--- config.mk ---
export PLATFORM = sky130hd
export DESIGN_NAME = serial_subtractor
export DESIGN_NICKNAME = d
export VERILOG_FILES = /design/src/rtl/full_subtractor.sv /design/src/rtl/half_subtractor.sv /design/src/rtl/serial_subtractor.sv
export SDC_FILE = /design/constraint.sdc
export NUM_CORES = 1
export LEC_CHECK = 0
export CAP_MARGIN = 15
export CORE_UTILIZATION = 49
export CTS_BUF_LIST = sky130_fd_sc_hd__clkbuf_4 sky130_fd_sc_hd__clkbuf_8 sky130_fd_sc_hd__clkbuf_16
export CTS_CLUSTER_SIZE = 10
export DETAILED_ROUTE_END_ITERATION = 10
export PLACE_DENSITY_LB_ADDON = 0.12
export SETUP_SLACK_MARGIN = 0.5
export SLEW_MARGIN = 20
export SYNTH_ARGS = -nofsm -noshare
export SYNTH_HDL_FRONTEND = slang
export SYNTH_HIERARCHICAL = 1
export SYNTH_SLANG_ARGS = --single-unit
--- constraint.sdc ---
create_clock -name clk -period 1.9 [get_ports clk]
set_input_delay 0.475 -clock clk [delete_from_list [all_inputs] [get_ports clk]]
set_output_delay 0.475 -clock clk [all_outputs]
set_load 0.05 [all_outputs]
--- src/rtl/full_subtractor.sv ---
// -----------------------------------------------------------------------------
// full_subtractor
// Purpose : single-bit x - y - bin, built from two half subtractors.
// Ports   : x    - minuend bit
//           y    - subtrahend bit
//           bin  - borrow in
//           d    - difference bit (x ^ y ^ bin)
//           bout - borrow out ((~x & y) | (~(x ^ y) & bin))
// -----------------------------------------------------------------------------
module full_subtractor (
   input  logic x,
   input  logic y,
   input  logic bin,
   output logic d,
   output logic bout
);

   logic d0;
   logic b0;
   logic b1;

   // First stage forms x - y; second stage subtracts the incoming borrow from
   // that partial difference. At most one stage can borrow, so OR suffices.
   half_subtractor u_hs0 (
      .x    (x),
      .y    (y),
      .d    (d0),
      .bout (b0)
   );

   half_subtractor u_hs1 (
      .x    (d0),
      .y    (bin),
      .d    (d),
      .bout (b1)
   );

   assign bout = b0 | b1;

endmodule

--- src/rtl/half_subtractor.sv ---
// -----------------------------------------------------------------------------
// half_subtractor
// Purpose : single-bit difference of x - y with borrow.
// Ports   : x    - minuend bit
//           y    - subtrahend bit
//           d    - difference bit (x ^ y)
//           bout - borrow out, set when x=0 and y=1
// -----------------------------------------------------------------------------
module half_subtractor (
   input  logic x,
   input  logic y,
   output logic d,
   output logic bout
);

   assign d    = x ^ y;
   assign bout = ~x & y;

endmodule

--- src/rtl/serial_subtractor.sv ---
// -----------------------------------------------------------------------------
// serial_subtractor
// Purpose : bit-serial unsigned subtractor, diff = a - b (mod 2^WIDTH), one bit
//           per clock LSB first, using one full-subtractor cell and a
//           registered borrow.
// Ports   : clk        - system clock, rising edge
//           rst_n      - asynchronous active-low reset
//           in_valid   - operand pair a/b is valid
//           in_ready   - operands can be accepted (IDLE only)
//           a, b       - minuend / subtrahend, unsigned WIDTH bits
//           out_valid  - diff/borrow_out valid (DONE only)
//           out_ready  - consumer accepts the result
//           diff       - (a - b) mod 2^WIDTH
//           borrow_out - 1 iff a < b
//           busy       - operation in RUN or DONE
// Latency : accept edge to out_valid is exactly WIDTH cycles; no overlap
//           between consecutive operations.
// -----------------------------------------------------------------------------
module serial_subtractor #(
   parameter int WIDTH = 8
) (
   input  logic             clk,
   input  logic             rst_n,
   input  logic             in_valid,
   output logic             in_ready,
   input  logic [WIDTH-1:0] a,
   input  logic [WIDTH-1:0] b,
   output logic             out_valid,
   input  logic             out_ready,
   output logic [WIDTH-1:0] diff,
   output logic             borrow_out,
   output logic             busy
);

   localparam int            CW   = (WIDTH > 1) ? $clog2(WIDTH) : 1;
   localparam logic [CW-1:0] LAST = CW'(WIDTH - 1);

   typedef enum logic [1:0] {
      IDLE = 2'd0,
      RUN  = 2'd1,
      DONE = 2'd2
   } state_t;

   state_t           state;
   state_t           state_nx;
   logic [WIDTH-1:0] a_sh;
   logic [WIDTH-1:0] b_sh;
   logic [WIDTH-1:0] d_sh;
   logic [WIDTH-1:0] d_sh_nx;
   logic             borrow_q;
   logic [CW-1:0]    cnt;
   logic             d;
   logic             bout;

   full_subtractor u_fs (
      .x    (a_sh[0]),
      .y    (b_sh[0]),
      .bin  (borrow_q),
      .d    (d),
      .bout (bout)
   );

   // Result bits enter at the MSB so that after WIDTH steps the LSB-first
   // stream sits in natural bit order.
   if (WIDTH == 1) begin : g_d_w1
      assign d_sh_nx = d;
   end else begin : g_d_wn
      assign d_sh_nx = {d, d_sh[WIDTH-1:1]};
   end

   // NOTE: sequential state uses non-blocking assignments so every register
   // samples pre-edge values regardless of statement order.
   always_ff @(posedge clk or negedge rst_n) begin
      if (!rst_n) begin
         state <= IDLE;
      end else begin
         state <= state_nx;
      end
   end

   // NOTE: every output of this block is given a default first so that no
   // path through the case leaves a signal unassigned and infers a latch.
   always_comb begin
      state_nx  = state;
      in_ready  = 1'b0;
      out_valid = 1'b0;
      busy      = 1'b0;
      case (state)
         IDLE: begin
            in_ready = 1'b1;
            if (in_valid) state_nx = RUN;
         end
         RUN: begin
            busy = 1'b1;
            if (cnt == LAST) state_nx = DONE;
         end
         DONE: begin
            out_valid = 1'b1;
            busy      = 1'b1;
            if (out_ready) state_nx = IDLE;
         end
         // Unused encoding 3 falls back to IDLE.
         default: state_nx = IDLE;
      endcase
   end

   // Datapath: operands are sampled only on the accept edge; during RUN the
   // shift registers advance one bit per edge. DONE holds everything, which
   // keeps diff/borrow_out stable under backpressure.
   always_ff @(posedge clk or negedge rst_n) begin
      if (!rst_n) begin
         a_sh     <= '0;
         b_sh     <= '0;
         d_sh     <= '0;
         borrow_q <= 1'b0;
         cnt      <= '0;
      end else if (state == IDLE && in_valid) begin
         a_sh     <= a;
         b_sh     <= b;
         d_sh     <= '0;
         borrow_q <= 1'b0;
         cnt      <= '0;
      end else if (state == RUN) begin
         a_sh     <= a_sh >> 1;
         b_sh     <= b_sh >> 1;
         d_sh     <= d_sh_nx;
         borrow_q <= bout;
         cnt      <= cnt + 1'b1;
      end
   end

   // Both result outputs come straight from registers.
   assign diff       = d_sh;
   assign borrow_out = borrow_q;

endmodule

==> out/summary.txt, run 1 <==
Crit-path cells = inv_2, ha_4, buf_12
Clock Sinks = 30
Row cnt = 19
Grt ovf = 0
Final setup TNS = 0 ps
Crit path launch type = flop
Lkg Pwr = 0.000959 µW
First-pass GRT wire length = 4560 µm
Total wire length = 2540 µm
Slew @ Worst Pin = 403 ps
DRT Pass-1 Iters = 6
Clock skew = 7.32 ps
Slew headroom = 73.1%
DR vias = 1029
Via-per-instance ratio = 4.95
Switch share = 39.4%
Max Clock Freq = 594 MHz
Syn Nets = 160
Cts bufs inserted = 5
Final core occ = 73.6%
Max Transition Viols Final = 0
Clk pwr share = 13.3%
N_diodes = 0
Mapped Cells = 132
Unique cell type count in the Yosys netlist = 17
Routed Antenna Nets = 0
Boundary Pins = 32
Initial antenna violation count = 0
Full die area = 3150 µm²
CTS Hold Bufs = 0
Hold Crit Class = in -> async
Top delay family on crit path = flip-flops
DP HPWL = 1650 µm
CP max stage cell = dfrtp_1
Combinational Power Share = 56.0%
CP max stage delay = 400 ps
Synth Flop Type = dfrtp_1
Yosys top cell area share = 52.3%
Post-route DRC violation count = 0
Fraction of layout cells with a size suffix above 1 = 24.9%
Hold Violations, Final = 0
Pre-CTS setup slack = 40.8 ps
Worst EP arrival = 1210 ps
Outcome = completed
Async SR Flop Fraction = 100%
Syn Area/Cell = 10.9 µm²
Worst setup EP type = output port
GRT Overall Usage = 19.0%
Multi-input gate area = 642 µm²
H-tree depth = 2
Pwr per Cell Area = 1720 nW/µm²
Worst EP required = 1420 ps
Clock Path Buffers = 2
Ranking of synthesized cells by area = dfrtp_1 (52%), mux2i_1 (17%), ha_1 (7.0%)
RSZ-0062 raised after global routing = yes
Routability cong. = 0.661
Setup CP Type = reg -> out
Core area = 2760 µm²
Clk_lat worst skew = 330 ps
Port bufs = 31
CP max FO = 3
Commonest non-fill, non-tap cells in the layout = dfrtp_1 (30), mux2i_1 (25), clkdlybuf4s50_1 (19), nand2_1 (16), o21ai_0 (16)
Register area = 751 µm²
Synth warn = 6
Max-Cap Viols = 0
Internal power = 2120 µW
Sequential fraction of the synthesis area = 52.3%
Setup violations, final = 0
Most common cell after layout, fill and taps aside = dfrtp_1
Fin crit share = 88.6%
Placed Cells = 189
Vias in the first global route = 1061
TritonCTS clock tree = built
Synthesized flop and latch total = 30
Mapped Area = 1440 µm²
Final Cell Area = 2030 µm²
Die Span Y = 56.1 µm
Area growth, synth to finish = 41.3%
Final WS setup = 217 ps
Cell type with the highest aggregate area in the netlist = dfrtp_1
Final std cells w/o fill = 208
Clock slew at reported path FFs = 90 ps
Number of flops mapped to enable cells by yosys = 0
Post-DP Area = 1810 µm²
Die W = 56.1 µm
Initial core utilization = 52.1%
Final #Nets = 204
Largest net degree at the start of global routing = 45
Filler cells = 194
Psw = 1380 µW
Minimum clock period after layout = 1680 ps
Wire length per cell = 12.2 µm
Worst Path Buf+Inv = 2
Drt first-iter violations = 32
Reg power frac = 30.7%
Peak VDD IR = 1.62 mV
Clk root buf = clkbuf_4
## registers in the layout, summed over array words and instances, names as in the netlist
register and count:
cnt 3, b_sh 8, diff 8, borrow_out 1, a_sh 8, state 2
## worst reg2reg max path, stage by stage, from the launching register on
cell      delay (ps)
dfrtp_1          410
buf_4            150
ha_2             200
a222oi_1         420
mux2_2           390
## routing by layer
layer	global-route usage (%)	wire (µm)
met1	22.3	1080
met2	31.5	1260
met3	8.14	160
met4	6.27	43
met5	0	0
## stage by stage
stage          hold WS, ps  total power (µW)
6_report               517              3500
5_1_grt                547              3770
4_1_cts                510              3460
3_5_place_dp           521              2820
3_3_place_gp           505              2770
2_1_floorplan          179              2370
## power groups by stage
stage	logic [µW]	clock network [µW]	registers [µW]
2_1_floorplan	1120	0	1240
4_1_cts	1900	486	1070
3_3_place_gp	1680	0	1080
5_1_grt	2150	514	1110
6_report	1960	466	1070
3_5_place_dp	1720	0	1090
## area by class of cell
type | count | share of cell area [%]
Inverter | 9 | 1.66
Sequential cell | 30 | 37.0
Tap cell | 31 | 1.91
Clock buffer | 8 | 3.88
Multi-Input combinational cell | 85 | 31.6
Timing Repair Buffer | 45 | 23.9
## final timing paths
path                                 startpoint              endpoint  slack [ps]  cells past startpoint
max                        state[1]$_DFFE_PN0P_                  busy         220                      3
min                                       rst_n   a_sh[1]$_DFFE_PN0P_         520                      2
max reg2reg                state[0]$_DFFE_PN0P_  state[1]$_DFFE_PN0P_         220                      4
min reg2reg                  cnt[2]$_DFFE_PN0P_    cnt[2]$_DFFE_PN0P_         540                      2
max in group asynchronous                 rst_n  state[1]$_DFFE_PN0P_        1110                      2
min in group clk             cnt[2]$_DFFE_PN0P_    cnt[2]$_DFFE_PN0P_         540                      2
## kinds of logic (layout without fill, tap and decap cells)
logic type | after synthesis | after routing | synth area share, %
buffers and inverters | 17 | 62 | 5.84
AO/OA/AOI/OAI | 17 | 17 | 6.27
multiplexers | 27 | 27 | 19.0
XOR/XNOR | 1 | 1 | 0.610
AND/OR/NAND/NOR | 32 | 32 | 9.06
flip-flops | 30 | 30 | 52.3
adder cells (fa/ha/maj) | 8 | 8 | 6.97
## synthesized netlist by cell type (2+ instances only)
master and count:
ha_1 8, mux2i_1 25, inv_1 9, mux2_2 2, nand2b_1 2, dfrtp_1 30
buf_4 2, nor2_1 12, nand2_1 16, o21ai_0 16, buf_2 4
## what timing repair did
action,4_1_cts,5_1_grt
setup buffers,5,6
gates resized for setup,13,4
setup endpoints to repair,41,34
pin swaps,3,3
Note: power is estimated with default switching activity, not from simulation.
==> run 2: changes to the inputs <==
- CORE_UTILIZATION: 49 -> 40
==> out/summary.txt, run 2 (synthesis results as in run 1) <==
CP max stage delay = 410 ps
Grt ovf = 0
Clk pwr share = 10.0%
Final core occ = 60.3%
Fraction of layout cells with a size suffix above 1 = 25.4%
Minimum clock period after layout = 1700 ps
Reg2reg end = state[0]$_DFFE_PN0P_
Clk root buf = clkbuf_4
Worst Reg-to-Reg Cells = 5
Area growth, synth to finish = 42.2%
Reg power frac = 31.2%
Cts bufs inserted = 5
CP max FO = 3
Die Span Y = 61.9 µm
Clk_lat worst skew = 330 ps
Largest net degree at the start of global routing = 31
Worst setup EP type = flop
Initial antenna violation count = 0
Pwr per Cell Area = 1700 nW/µm²
CP dominant cell by count = buf_4
Row cnt = 21
Initial core utilization = 42.4%
Via-per-instance ratio = 4.76
Most common cell after layout, fill and taps aside = dfrtp_1
Routability cong. = 0.680
Total wire length = 2740 µm
Wire length per cell = 12.3 µm
Port bufs = 31
Full die area = 3830 µm²
Clock skew = 16.5 ps
Lkg Pwr = 0.000957 µW
Core area = 3390 µm²
Psw = 1410 µW
Worst EP required = 2100 ps
Combinational Power Share = 58.8%
Slew @ Worst Pin = 372 ps
N_diodes = 0
Max-Cap Viols = 0
Setup violations, final = 0
GRT Overall Usage = 15.3%
Max Clock Freq = 588 MHz
Fin crit share = 89.5%
Setup CP Type = reg -> reg
Clock slew at reported path FFs = 100 ps
Max Transition Viols Final = 0
DR vias = 1062
Internal power = 2060 µW
Commonest non-fill, non-tap cells in the layout = dfrtp_1 (30), mux2i_1 (25), clkdlybuf4s50_1 (19), nand2_1 (16), o21ai_0 (15)
Peak VDD IR = 1.32 mV
R2r startpoint = state[0]$_DFFE_PN0P_
H-tree depth = 2
Vias in the first global route = 921
Hold Violations, Final = 0
Crit-path cells = buf_4, ha_2, a222oi_1, buf_4, mux2_2
Boundary Pins = 32
Crit path launch type = flop
First-pass GRT wire length = 4060 µm
Switch share = 40.6%
Final #Nets = 205
Post-route DRC violation count = 0
Routed Antenna Nets = 0
Outcome = completed
Hold Crit Class = in -> async
Clock Path Buffers = 2
TritonCTS clock tree = built
Slew headroom = 75.2%
Drt first-iter violations = 50
R2r setup slk = 200 ps
DP HPWL = 1650 µm
Final setup TNS = 0 ps
Placed Cells = 204
Die W = 61.9 µm
CP max stage cell = dfrtp_1
Clock Sinks = 30
RSZ-0062 raised after global routing = yes
DRT Pass-1 Iters = 4
Worst EP arrival = 1900 ps
Final std cells w/o fill = 223
run 2: how the worst max path moves through the flow:
stage                         startpoint                    to  slack (ps)  cells past startpoint
floorplan           state[0]$_DFFE_PN0P_  state[0]$_DFFE_PN0P_         350                      4
global route        state[0]$_DFFE_PN0P_  state[0]$_DFFE_PN0P_         160                      5
global placement               out_ready  state[0]$_DFFE_PN0P_          80                      4
CTS                 state[1]$_DFFE_PN0P_             out_valid         220                      3
finish              state[0]$_DFFE_PN0P_  state[0]$_DFFE_PN0P_         200                      5
detailed placement              in_valid  state[0]$_DFFE_PN0P_          40                      4
run 2: layer usage:
metal  GRT usage, %  wire length [µm]
met5              0                 0
met4           6.67                19
met3           7.04               125
met2           24.1              1340
met1           17.9              1250
run 2: final cells by class:
cell class	count	area, µm²
Inverter	9	33.8
Tap cell	46	57.6
Multi-Input combinational cell	85	644
Clock buffer	5	37.5
Fill cell	277	1350
Sequential cell	30	751
Timing Repair Buffer	46	509
Clock inverter	2	10.0
run 2: power by group through the flow:
stage | Clock (µW) | Sequential, µW | Combinational, µW
6_report | 345 | 1080 | 2040
5_1_grt | 387 | 1120 | 2200
4_1_cts | 356 | 1080 | 1950
3_5_place_dp | 0 | 1100 | 1710
3_3_place_gp | 0 | 1080 | 1680
2_1_floorplan | 0 | 1240 | 1120
run 2: timing repair:
item,4_1_cts,5_1_grt
hold buffers,0,0
pin swaps,3,4
cloned,1,0
setup endpoints to repair,41,33
setup buffers,6,5
gates resized for setup,15,5
run 2: worst max-delay path: cells and delay by family (launching register included):
| kind | cells | cell delay [ps] |
|---|---|---|
| DFF | 1 | 410 |
| AOI/OAI and AO/OA | 1 | 330 |
| muxes | 1 | 330 |
| buffers and inverters | 2 | 320 |
| adders and majority gates | 1 | 200 |
run 2: through the flow:
step | cell area, µm² | setup WS, ps | total power [µW] | hold slack (ps)
3_5_place_dp | 1820 | 43.9 | 2820 | 525
3_3_place_gp | 1820 | 82.2 | 2770 | 506
4_1_cts | 1990 | 222 | 3390 | 534
5_1_grt | 2040 | 158 | 3700 | 541
2_1_floorplan | 1460 | 348 | 2370 | 179
6_report | 2040 | 200 | 3470 | 526
